### src/rtl/pipe_hazard_ctrl.sv
// Pipeline sequencer: stall/bubble control for F/D/E/M, load-use and redirect handling, dmem FSM with timeout.
// Optional perf counters are built only when PIPE_CTRL_PERF_EN is defined; otherwise the counter ports read 0.
module pipe_hazard_ctrl #(
    parameter int MEM_TIMEOUT = 256,
    parameter int CNT_W       = 32
) (
    input  logic             clk_i,
    input  logic             rst,
    input  logic [4:0]       D_rs1_i,
    input  logic [4:0]       D_rs2_i,
    input  logic             D_use_rs1_i,
    input  logic             D_use_rs2_i,
    input  logic             E_sel_reg_i,
    input  logic             E_need_dstE_i,
    input  logic [4:0]       E_dstE_i,
    input  logic             E_redirect_i,
    input  logic             M_mem_req_i,
    input  logic             dmem_ack_i,
    output logic             dmem_req_o,
    output logic             F_stall_o,
    output logic             D_stall_o,
    output logic             E_stall_o,
    output logic             M_stall_o,
    output logic             D_bubble_o,
    output logic             E_bubble_o,
    output logic             M_bubble_o,
    output logic             mem_err_o,
    output logic [CNT_W-1:0] stall_cnt_o,
    output logic [CNT_W-1:0] flush_cnt_o,
    output logic [CNT_W-1:0] lu_cnt_o
);
    localparam int TO_W = $clog2(MEM_TIMEOUT) + 1;

    typedef enum logic [1:0] {S_IDLE, S_WAIT, S_ERR} state_e;

    state_e          state_q;
    logic [TO_W-1:0] cnt_q;
    logic            mem_err_q;
    logic            mem_wait, load_use, redirect_app, lu_app, run;

    assign run = ~rst && (state_q != S_ERR);

    // In WAIT the access is still outstanding even if the request drops.
    assign mem_wait = ~dmem_ack_i &&
                      (((state_q == S_IDLE) && M_mem_req_i) || (state_q == S_WAIT));

    assign load_use = E_sel_reg_i && E_need_dstE_i && (E_dstE_i != 5'd0) &&
                      ((D_use_rs1_i && (D_rs1_i == E_dstE_i)) ||
                       (D_use_rs2_i && (D_rs2_i == E_dstE_i)));

    assign redirect_app = run && ~mem_wait && E_redirect_i;
    assign lu_app       = run && ~mem_wait && ~E_redirect_i && load_use;
    assign dmem_req_o   = run && M_mem_req_i;
    assign mem_err_o    = mem_err_q;

    always_comb begin
        F_stall_o  = 1'b0;
        D_stall_o  = 1'b0;
        E_stall_o  = 1'b0;
        M_stall_o  = 1'b0;
        D_bubble_o = 1'b0;
        E_bubble_o = 1'b0;
        M_bubble_o = 1'b0;
        if (rst) begin
            D_bubble_o = 1'b1;
            E_bubble_o = 1'b1;
            M_bubble_o = 1'b1;
        end else if (state_q == S_ERR) begin
            F_stall_o = 1'b1;
            D_stall_o = 1'b1;
            E_stall_o = 1'b1;
            M_stall_o = 1'b1;
        end else if (mem_wait) begin
            // Memory-stage instruction stays put upstream; writeback sees nops.
            F_stall_o  = 1'b1;
            D_stall_o  = 1'b1;
            E_stall_o  = 1'b1;
            M_bubble_o = 1'b1;
        end else if (redirect_app) begin
            D_bubble_o = 1'b1;
            E_bubble_o = 1'b1;
        end else if (lu_app) begin
            F_stall_o  = 1'b1;
            D_stall_o  = 1'b1;
            E_bubble_o = 1'b1;
        end
    end

    always_ff @(posedge clk_i or posedge rst) begin
        if (rst) begin
            state_q   <= S_IDLE;
            cnt_q     <= '0;
            mem_err_q <= 1'b0;
        end else begin
            case (state_q)
                S_IDLE: if (M_mem_req_i && !dmem_ack_i) begin
                    state_q <= S_WAIT;
                    cnt_q   <= TO_W'(1);
                end
                S_WAIT: if (dmem_ack_i) begin
                    state_q <= S_IDLE;
                    cnt_q   <= '0;
                end else if (cnt_q == TO_W'(MEM_TIMEOUT - 1)) begin
                    state_q   <= S_ERR;
                    mem_err_q <= 1'b1;
                end else begin
                    cnt_q <= cnt_q + TO_W'(1);
                end
                default: state_q <= state_q;
            endcase
        end
    end

`ifdef PIPE_CTRL_PERF_EN
    logic [CNT_W-1:0] stall_cnt_q, flush_cnt_q, lu_cnt_q;
    logic [CNT_W-1:0] stall_cnt_d, flush_cnt_d, lu_cnt_d;

    assign stall_cnt_d = stall_cnt_q + CNT_W'(F_stall_o);
    assign flush_cnt_d = flush_cnt_q + CNT_W'(redirect_app);
    assign lu_cnt_d    = lu_cnt_q + CNT_W'(lu_app);

    always_ff @(posedge clk_i or posedge rst) begin
        if (rst) begin
            stall_cnt_q <= '0;
            flush_cnt_q <= '0;
            lu_cnt_q    <= '0;
        end else begin
            stall_cnt_q <= stall_cnt_d;
            flush_cnt_q <= flush_cnt_d;
            lu_cnt_q    <= lu_cnt_d;
        end
    end

    assign stall_cnt_o = stall_cnt_q;
    assign flush_cnt_o = flush_cnt_q;
    assign lu_cnt_o    = lu_cnt_q;
`else
    assign stall_cnt_o = '0;
    assign flush_cnt_o = '0;
    assign lu_cnt_o    = '0;
`endif

endmodule

### config.mk
export PLATFORM = sky130hd
export DESIGN_NAME = pipe_hazard_ctrl
export DESIGN_NICKNAME = d
export VERILOG_FILES = /design/src/rtl/pipe_hazard_ctrl.sv
export SDC_FILE = /design/constraint.sdc
export NUM_CORES = 1
export LEC_CHECK = 0
export CAP_MARGIN = 20
export CELL_PAD_IN_SITES_DETAIL_PLACEMENT = 0
export CELL_PAD_IN_SITES_GLOBAL_PLACEMENT = 2
export CORE_MARGIN = 2
export CORE_UTILIZATION = 17
export CTS_BUF_LIST = sky130_fd_sc_hd__clkbuf_8
export CTS_CLUSTER_SIZE = 20
export DETAILED_ROUTE_END_ITERATION = 8
export GPL_ROUTABILITY_DRIVEN = 0
export MAX_ROUTING_LAYER = met4
export PLACE_DENSITY = 0.82
export SETUP_SLACK_MARGIN = 0.3
export SYNTH_ARGS = -nofsm -noshare
export SYNTH_HDL_FRONTEND = slang
export SYNTH_SLANG_ARGS = --single-unit
### constraint.sdc
create_clock -name clk_i -period 2.6 [get_ports clk_i]
set_clock_uncertainty 0.2 [all_clocks]
set_input_delay 0.52 -clock clk_i [delete_from_list [all_inputs] [get_ports clk_i]]
set_output_delay 0.52 -clock clk_i [all_outputs]
set_load 0.03 [all_outputs]
# ---- Yosys cells after proc, flatten, opt, wreduce, memory -nomap -nowiden
# Cells that the tools add are included.
dict set report totals {
  reg_bits 12
  latchBits 0
  ramBits 0
  romBits 0
  inputBits 24
  out_inout_bits 105
  wordCells 68
  n_memories 0
}
dict set report classes {
  n_addsub 1
  multipliers 0
  n_div 0
  order_cmp 0
  n_eq_ne 9
  shift 0
  n_mux 28
  bitwise 4
  reduce_logical 23
}
# operator count
set op_table {}
lappend op_table {{2-to-1 mux 9 bit} 3}
lappend op_table {{2-to-1 mux 1 bit} 20}
lappend op_table {{case mux 9 bit (2 select lines)} 1}
lappend op_table {{logical AND 1 bit} 14}
lappend op_table {{== test 5 bit} 2}
lappend op_table {{adder 9 x 1 -> 9 bit, second input constant} 1}
lappend op_table {{== test 9 x 8 -> 1 bit, second input constant} 1}
lappend op_table {{AND reduction 3 bit} 3}
lappend op_table {{2-to-1 mux 2 bit} 3}
lappend op_table {{nonzero test 5 bit} 1}
lappend op_table {{inverter 1 bit} 4}
lappend op_table {{case mux 2 bit (2 select lines)} 1}
lappend op_table {{!= test 3 x 2 -> 1 bit, second input constant} 1}
lappend op_table {{!= test 3 bit, second input constant} 1}
lappend op_table {{== test 2 x 1 -> 1 bit, second input constant} 1}
lappend op_table {{== test 2 bit, second input constant} 1}
lappend op_table {{zero test 2 bit} 1}
lappend op_table {{logical OR 1 bit} 2}
lappend op_table {{!= test 2 x 1 -> 1 bit, second input constant} 1}
lappend op_table {{!= test 2 bit, second input constant} 1}
lappend op_table {{nonzero test 2 bit} 1}
lappend op_table {{zero test 1 bit} 1}

# ---- Depth between registers and ports, before layout
# Gate-level depths: netlist of the first run.
dict set report logic_depth {
  word_depth 13
  mapped_depth 8
  depth_no_buf 7
}

# ---- Least setup slack after synthesis of the first run
# OpenSTA, ideal clock, no wires.
dict set report synth_timing {
  kind {input port to output port}
  start {in M_mem_req_i}
  end {out F_stall_o}
  t_arrival_ns 2.018
  required_time_ns 1.880
  path_slack_ns -0.138
  stages 5
  n_path_buf 1
  path_cell_list {or2_2 a21oi_1 o211ai_1 o22ai_1 buf_4}
}
dict set report synth_between {
  elab_chain_cells 12
  word_cells_on_any_way 13
  cone_classes {mux (5); bitwise (1); reduce/logical (7)}
}
# element line
set synth_lines {}
lappend synth_lines {{start, declared} 17} ;# input logic M_mem_req_i,
lappend synth_lines {{logical AND 1 bit *} 45} ;# (((state_q == S_IDLE) && M_mem_req_i) || (state_q == S_WAIT));
lappend synth_lines {{logical OR 1 bit *} 45}
lappend synth_lines {{logical AND 1 bit *} 44} ;# assign mem_wait = ~dmem_ack_i &&
lappend synth_lines {{inverter 1 bit} {51, 52}}
lappend synth_lines {{logical AND 1 bit} {51, 52}}
lappend synth_lines {{logical AND 1 bit (2 in a row)} 52} ;# assign lu_app = run && ~mem_wait && ~E_redirect_i && load_use;
lappend synth_lines {{2-to-1 mux 1 bit (2 in a row)} n/a}
lappend synth_lines {{2-to-1 mux 1 bit * (3 in a row)} n/a}
lappend synth_lines {{end, declared} 20} ;# output logic F_stall_o,
# Mark *: on every way between the ends. The rest lies on a longest branch, timed or not.

# ---- Worst setup path in the final report of the first run
dict set report layout_timing {
  start {in E_dstE_i[2]}
  end {out F_stall_o}
}
dict set report layout_between {
  elab_chain_cells 10
  word_cells_on_any_way 14
  cone_classes {eq/ne (2); mux (5); reduce/logical (7)}
}
# element line
set layout_lines {}
lappend layout_lines {{start, declared} 15} ;# input logic [4:0] E_dstE_i,
lappend layout_lines {{== test 5 bit (on tied branches)} {48, 49}}
lappend layout_lines {{logical AND 1 bit (on tied branches)} {48, 49}}
lappend layout_lines {{logical OR 1 bit} 48} ;# ((D_use_rs1_i && (D_rs1_i == E_dstE_i)) ||
lappend layout_lines {{logical AND 1 bit *} 47} ;# assign load_use = E_sel_reg_i && E_need_dstE_i && (E_dstE_i != 5'd0) &&
lappend layout_lines {{logical AND 1 bit *} 52}
lappend layout_lines {{2-to-1 mux 1 bit *} 82} ;# end else if (lu_app) begin
lappend layout_lines {{2-to-1 mux 1 bit *} 79} ;# end else if (redirect_app) begin
lappend layout_lines {{2-to-1 mux 1 bit *} 73} ;# end else if (mem_wait) begin
lappend layout_lines {{2-to-1 mux 1 bit *} 68} ;# end else if (state_q == S_ERR) begin
lappend layout_lines {{2-to-1 mux 1 bit *} 64} ;# if (rst) begin
# Marks and branches as above.

==> impl_results.md, run 1 <==
- Clock buffer depth: 2
- Drt pass-1 iters: 4
- Die W: 102 µm
- Req. time, crit path: 1.88 ns
- Initial Utilization: 0.176
- CP max FO: 2
- R2R cell count: 8
- CP endpoint kind: output port
- CTS Root Cell: clkbuf_8
- Fin. Hold Viols: 0
- Maxcap violations: 0
- Fin crit share: 0.957
- Worst-Skew Late Latency: 0.24 ns
- Initial antenna violation count: 0
- ANT cells: 0
- Vias in the first global route: 1008
- Sequential share of the synthesized area: 0.184
- Final WL: 3.40 mm
- Hold WS: ~0.28 ns
- # rows: 35
- CTS tree: done
- Hold depth: 1
- Routed length per instance: 8.87 µm
- Worst hold endpoint: mem_err_o
- Reg2Reg Launch Point: cnt_q[1]
- Die area: 10400 µm²
- Total number of vias: 1221
- Dpl hpwl: about 2.5 mm
- Syn Inst Count: 199
- Warnings, synthesis: 0
- Share of cells above drive strength 1: 0.299
- Worst EP arrival: between 1.5 and 2 ns
- Cell Area, Synth: 1630 µm²
- Largest net degree at the start of global routing: 13
- Worst Setup Path Type: primary input to output port
- Synth-to-Final Area Change: 25.3%
- Power Dens Cells: 361 nW/µm²
- Drc violations: 0
- First-pass GRT wire length: about 4.7 mm
- CTS buffer count: 3
- Synthesized flop and latch total: 12
- GR Util All Layers: 0.0582
- Final Setup Violations: 0
- H-tree levels: 1
- Drt via density: approximately 3.2
- Slew Limit Fails: 0
- Setup TNS: 0 ns
- Core area: slightly above 9000 µm²
- Hold Crit Class: register to register
- # IOs: 129
- Startpoint types: primary input
- IO buf count: 32
- Clk slew on worst S/H paths: 0.05 ns
- Distinct cell type count after synthesis: 37
- Clock Sinks: 12
- Starting DRT DRC Count: 49
- Die height: 102 µm
- Grt ovf: 0
- DRT antenna net count: 0
- Mean post-synth cell area: about 8.2 µm²
- RSZ-0062 raised after global routing: true
- VDD IR max: 0.000136 V
- RR Endpoint: cnt_q[4]
- Min cycle time layout: 2.49 ns
- Fmax: between 400 and 500 MHz
- HP Start: mem_err_o
- Status: finished, final reports clean
- Leak: 1.00 nW
- Nets: approximately 280
- R2R Setup Slk: about 0.29 ns
## how the worst max path moves through the flow
stage,start,to,slack (ns),cells after the start
global placement,E_dstE_i[1],F_stall_o,-0.66,5
detailed placement,E_dstE_i[1],D_stall_o,-0.67,5
floorplan,E_dstE_i[1],F_stall_o,0.19,4
CTS,E_dstE_i[2],E_bubble_o,0.13,7
finish,E_dstE_i[2],F_stall_o,0.11,9
global route,E_dstE_i[0],F_stall_o,0.09,7
## synth_stat cells
| cell type | number | area [µm²] |
|---|---|---|
| o32ai_1 | 1 | 8.76 |
| or2_2 | 2 | 12.5 |
| o41ai_1 | 1 | 8.76 |
| a21o_1 | 1 | 7.51 |
| clkbuf_1 | 3 | 11.3 |
| inv_1 | 6 | 22.5 |
| nand3_1 | 4 | 20.0 |
| o211ai_1 | 2 | 15.0 |
| nor3_1 | 3 | 15.0 |
| and2b_1 | 1 | 7.51 |
| and2_0 | 1 | 6.26 |
| o21bai_1 | 2 | 15.0 |
| nor2_1 | 7 | 26.3 |
| nor2b_1 | 1 | 6.26 |
| a21boi_4 | 1 | 18.8 |
| or4_1 | 5 | 37.5 |
| or3b_2 | 1 | 8.76 |
| xnor2_1 | 2 | 17.5 |
| o21ai_0 | 3 | 15.0 |
| nand4_1 | 1 | 6.26 |
| xor2_1 | 8 | 70.1 |
| nand2_1 | 5 | 18.8 |
| o22ai_1 | 1 | 6.26 |
| a22o_1 | 1 | 8.76 |
| or2b_2 | 1 | 8.76 |
| o31ai_1 | 5 | 37.5 |
| mux2_2 | 2 | 22.5 |
| a32oi_1 | 1 | 8.76 |
| dfrtp_1 | 12 | 300 |
| and4_1 | 2 | 17.5 |
| conb_1 | 1 | 3.75 |
| ha_1 | 2 | 25.0 |
| buf_6 | 2 | 22.5 |
| or3b_4 | 1 | 11.3 |
| a21oi_1 | 7 | 35.0 |
| buf_4 | 97 | 728 |
| nor4_1 | 3 | 18.8 |
## stage by stage
step | area [µm²] | worst slack [ns] | total power, mW | cells | util
after floorplan | 2030 | 0.185 | 0.558 | 294 | -
after global placement | 1850 | -0.658 | 0.516 | 369 | 0.199
after detailed placement | 1850 | -0.674 | 0.517 | 369 | 0.199
after CTS | 1970 | 0.130 | 0.735 | 382 | 0.213
after global routing | 2040 | 0.0903 | 0.778 | 383 | 0.220
final | 2040 | 0.112 | 0.738 | 383 | 0.220
## what timing repair did
action,4_1_cts,5_1_grt
endpoints found under the setup margin,12,12
buffers inserted,9,1
cloned,0,0
pin swaps,17,17
hold buffers,0,0
gates resized for setup,79,22
## sequential cells by signal, summed over array words and instances, names as in the netlist
signal	flops
state_q	2
mem_err_o	1
cnt_q	9
## cells in the final DEF (no fill, tap or decap), types with 2 or more instances in the layout
| cell | synthesis | final |
|---|---|---|
| conb_1 | 1 | 96 |
| buf_4 | 97 | 26 |
| dfrtp_1 | 12 | 12 |
| buf_6 | 2 | 10 |
| xor2_1 | 8 | 8 |
| buf_2 | 0 | 7 |
| dlygate4sd2_1 | 0 | 7 |
| inv_1 | 6 | 6 |
| nand2_1 | 5 | 5 |
| nor2_1 | 7 | 5 |
| a21oi_1 | 7 | 4 |
| nand3_1 | 4 | 4 |
| clkbuf_8 | 0 | 4 |
| clkdlybuf4s50_1 | 0 | 4 |
| or4_4 | 0 | 3 |
| o31ai_1 | 5 | 3 |
| clkdlybuf4s15_1 | 0 | 3 |
| nor4_2 | 0 | 2 |
| mux2_2 | 2 | 2 |
| or2_4 | 0 | 2 |
| o31ai_2 | 0 | 2 |
| a21oi_2 | 0 | 2 |
| o21ai_0 | 3 | 2 |
| o211ai_1 | 2 | 2 |
| nor3_1 | 3 | 2 |
| xnor2_1 | 2 | 2 |
| or4_1 | 5 | 2 |
## power breakdown
group / total [mW] / internal [mW] / leakage, nW / switching (mW)
Combinational: 0.332 / 0.0785 / 0.821 / 0.254
Sequential: 0.198 / 0.193 / 0.153 / 0.00426
Clock: 0.208 / 0.134 / 0.0288 / 0.0737
Total: 0.738 / 0.406 / 1.00 / 0.332
## worst max-delay path: stages
cell and delay [ns]:
buf_6 0.09, buf_4 0.12, buf_4 0.13, xnor2_1 0.11, and2_1 0.16, a32oi_1 0.24
buf_4 0.19, o22ai_4 0.07, buf_6 0.14
## area by class of cell
| cell class | instances | area [µm²] |
|---|---|---|
| Clock buffer | 4 | 55.1 |
| Fill cell | 1054 | 7240 |
| Inverter | 6 | 22.5 |
| Multi-Input combinational cell | 174 | 1020 |
| Sequential cell | 12 | 300 |
| Tap cell | 129 | 161 |
| Timing Repair Buffer | 58 | 479 |
## per-layer routing
layer | wire length [µm] | global-route usage | part of all wire
met1 | 1290 | 0.0651 | 0.38
met2 | 1660 | 0.101 | 0.49
met3 | 433 | 0.0192 | 0.13
met4 | 14 | 0.0123 | 0.0041
met5 | 0 | - | 0
## cell families after synthesis
family          Yosys count  synth area share
fa+ha+maj                 2            0.0153
buf+inv                 108             0.481
simple gates             38             0.136
compound gates           26             0.114
mux                       2            0.0138
other cells               1           0.00230
flops                    12             0.184
xor+xnor                 10            0.0537
Power figures use the tool's default switching activity.
==> run 2: changes to the inputs <==
- CELL_PAD_IN_SITES_DETAIL_PLACEMENT: 0 -> default
- CELL_PAD_IN_SITES_GLOBAL_PLACEMENT: 2 -> default
- CORE_UTILIZATION: 17 -> 34
- PLACE_DENSITY: 0.82 -> 0.81
==> run 2 against run 1 <==
Effect of this change:
- first-iteration DRC count shrank 65%
- critical path type unchanged
- fmax up 1.9%
- utilization increased by 21 points
- clock-buffer cell count down 1
- hold slack improved by 0.0046 ns
- design area down 0.86%
- highest routed layer unchanged
- setup slack better by 0.046 ns
- die area decreased by 48%
==> impl_results.md, run 2 (synthesis results as in run 1) <==
- Status: finished, final reports clean
- Synth-to-Final Area Change: 24.3%
- Placed inst area: 1740 µm² (-5.7%)
- Final Setup Violations: 0 (unchanged)
- Fillers: 466 (-56%)
- Initial antenna violation count: 0 (unchanged)
- R2R cell count: 8 (unchanged)
- Fin crit share: 0.939 (-0.0176)
- ANT cells: 0 (unchanged)
- Worst EP arrival: 1.72 ns (-0.05 ns)
- Share of cells above drive strength 1: 0.327 (+0.0277)
- Dpl hpwl: 2.41 mm (-4.6%)
- RSZ-0062 raised after global routing: true
- Grt ovf: 0 (unchanged)
- Drc violations: 0 (unchanged)
- GR Util All Layers: 0.111 (+0.0525)
- Slew Limit Fails: 0 (unchanged)
- Final WL: 3.53 mm (+3.9%)
- Nets: 288 (+2.5%)
- Starting DRT DRC Count: 17 (-65%)
- Die height: 73.2 µm (-28%)
- Die W: 73.2 µm (-28%)
- IO buf count: 32 (unchanged)
- DRT antenna net count: 0 (unchanged)
- Initial Utilization: 0.350 (+0.174)
- Final non-filler cell total: 314 (-18%)
- Reg2Reg Launch Point: cnt_q[2]
- VDD IR max: 0.000323 V (+140%)
- Worst Setup Path Type: primary input to output port
- Fmax: 409 MHz (+1.9%)
- CP max FO: 2 (unchanged)
- Leak: 1.04 nW (+3.8%)
- HP Start: mem_err_o
- Drt via density: 4.10 (+29%)
- CTS Hold Buffers Added: 0 (unchanged)
- CP endpoint kind: output port
- Clock buffer depth: 2 (unchanged)
- Largest reg by FF count: cnt_q
- CTS tree: done
- Min cycle time layout: 2.44 ns (-0.0459 ns)
- Clk slew on worst S/H paths: 0.05 ns (about the same)
- Most frequent cells in the layout: conb_1, buf_4, dfrtp_1
- Core area: 4660 µm² (-50%)
- Commonest non-fill, non-tap cell in the layout: conb_1
- Fin. Hold Viols: 0 (unchanged)
- FF+latch area: 302 µm² (+0.42%)
- Routed length per instance: 11.2 µm (+27%)
- Drt pass-1 iters: 4 (unchanged)
- Post-route cell area: 2030 µm² (-0.86%)
- CTS Root Cell: clkbuf_8
- Die area: 5360 µm² (-48%)
- # rows: 25 (-29%)
- R2R Setup Slk: 0.31 ns (+0.02 ns)
- Largest register FFs: 9 (unchanged)
- Worst-Skew Late Latency: 0.25 ns (about the same)
- Vias in the first global route: 1010 (+0.20%)
- Req. time, crit path: 1.88 ns (about the same)
- Largest net degree at the start of global routing: 18 (+5)
- Maxcap violations: 0 (unchanged)
- Hold depth: 1 (unchanged)
- Clock Sinks: 12 (unchanged)
- Hold Crit Class: register to register
- First-pass GRT wire length: 4.46 mm (-5.0%)
- Cell count after placement: 293 (-21%)
- Multi-input logic area: 1050 µm² (+2.9%)
- CTS buffer count: 3 (unchanged)
- # IOs: 129 (unchanged)
- Power Dens Cells: 356 nW/µm² (-1.4%)
- Total number of vias: 1287 (+5.4%)
- Startpoint types: primary input
- RR Endpoint: cnt_q[3]
- H-tree levels: 1 (unchanged)
- Worst hold endpoint: mem_err_o
==> run 2: changes by cell type in the layout (fill, tap and decap cells not counted), sizes merged <==
cell,before,now
buf,43,45
dlygate4sd2,7,9
clkbuf,5,7
==> run 2: worst max-delay path, cell delays in order <==
cell,delay (ns)
clkdlybuf4s50_1,0.41
xnor2_1,0.15
a32oi_2,0.34
o22ai_4,0.13
buf_6,0.16
==> run 2: per-stage QoR <==
step           setup WS [ns]  utilization  total power [mW]  TNS (ns)  hold slack, ns
5_1_grt                0.122        0.435             0.758         0           0.308
6_report               0.158        0.435             0.721         0           0.288
3_5_place_dp          -0.225        0.374             0.519     -1.10           0.273
2_1_floorplan          0.185            -             0.558         0           0.193
3_3_place_gp          -0.213        0.374             0.516    -0.970           0.279
4_1_cts                0.171        0.414             0.709         0           0.289
==> run 2: worst max path at each step <==
stage	startpoint	endpoint	slack (ns)
3_5_place_dp	M_mem_req_i	E_stall_o	-0.23
6_report	D_rs2_i[2]	F_stall_o	0.16
3_3_place_gp	M_mem_req_i	E_stall_o	-0.21
4_1_cts	E_dstE_i[1]	D_stall_o	0.17
2_1_floorplan	E_dstE_i[1]	F_stall_o	0.19
5_1_grt	D_rs2_i[2]	F_stall_o	0.12
==> run 2: area by class of cell <==
| class | instances | area share |
|---|---|---|
| multi-input cells | 174 | 0.521 |
| repair buffers | 65 | 0.266 |
| flip-flops and latches | 12 | 0.149 |
| well taps | 54 | 0.0334 |
| clock buffers | 3 | 0.0204 |
| inverters | 6 | 0.0111 |
==> run 2: report_power, final <==
part | internal [mW] | leakage [nW] | switching [mW]
registers | 0.194 | 0.151 | 0.00462
clock network | 0.102 | 0.0216 | 0.0709
logic | 0.0889 | 0.867 | 0.261
total | 0.385 | 1.04 | 0.336
==> run 2: repair_timing <==
item,in CTS,in global routing
pin swaps,17,14
resized for setup,62,23
setup buffers,9,9
cloned,0,0
setup endpoints to repair,14,10
==> run 2: routing by layer <==
metal | part of all wire | global-route usage
met5 | 0 | -
met4 | 0.021 | 0.0432
met3 | 0.097 | 0.0249
met2 | 0.56 | 0.210
met1 | 0.32 | 0.107
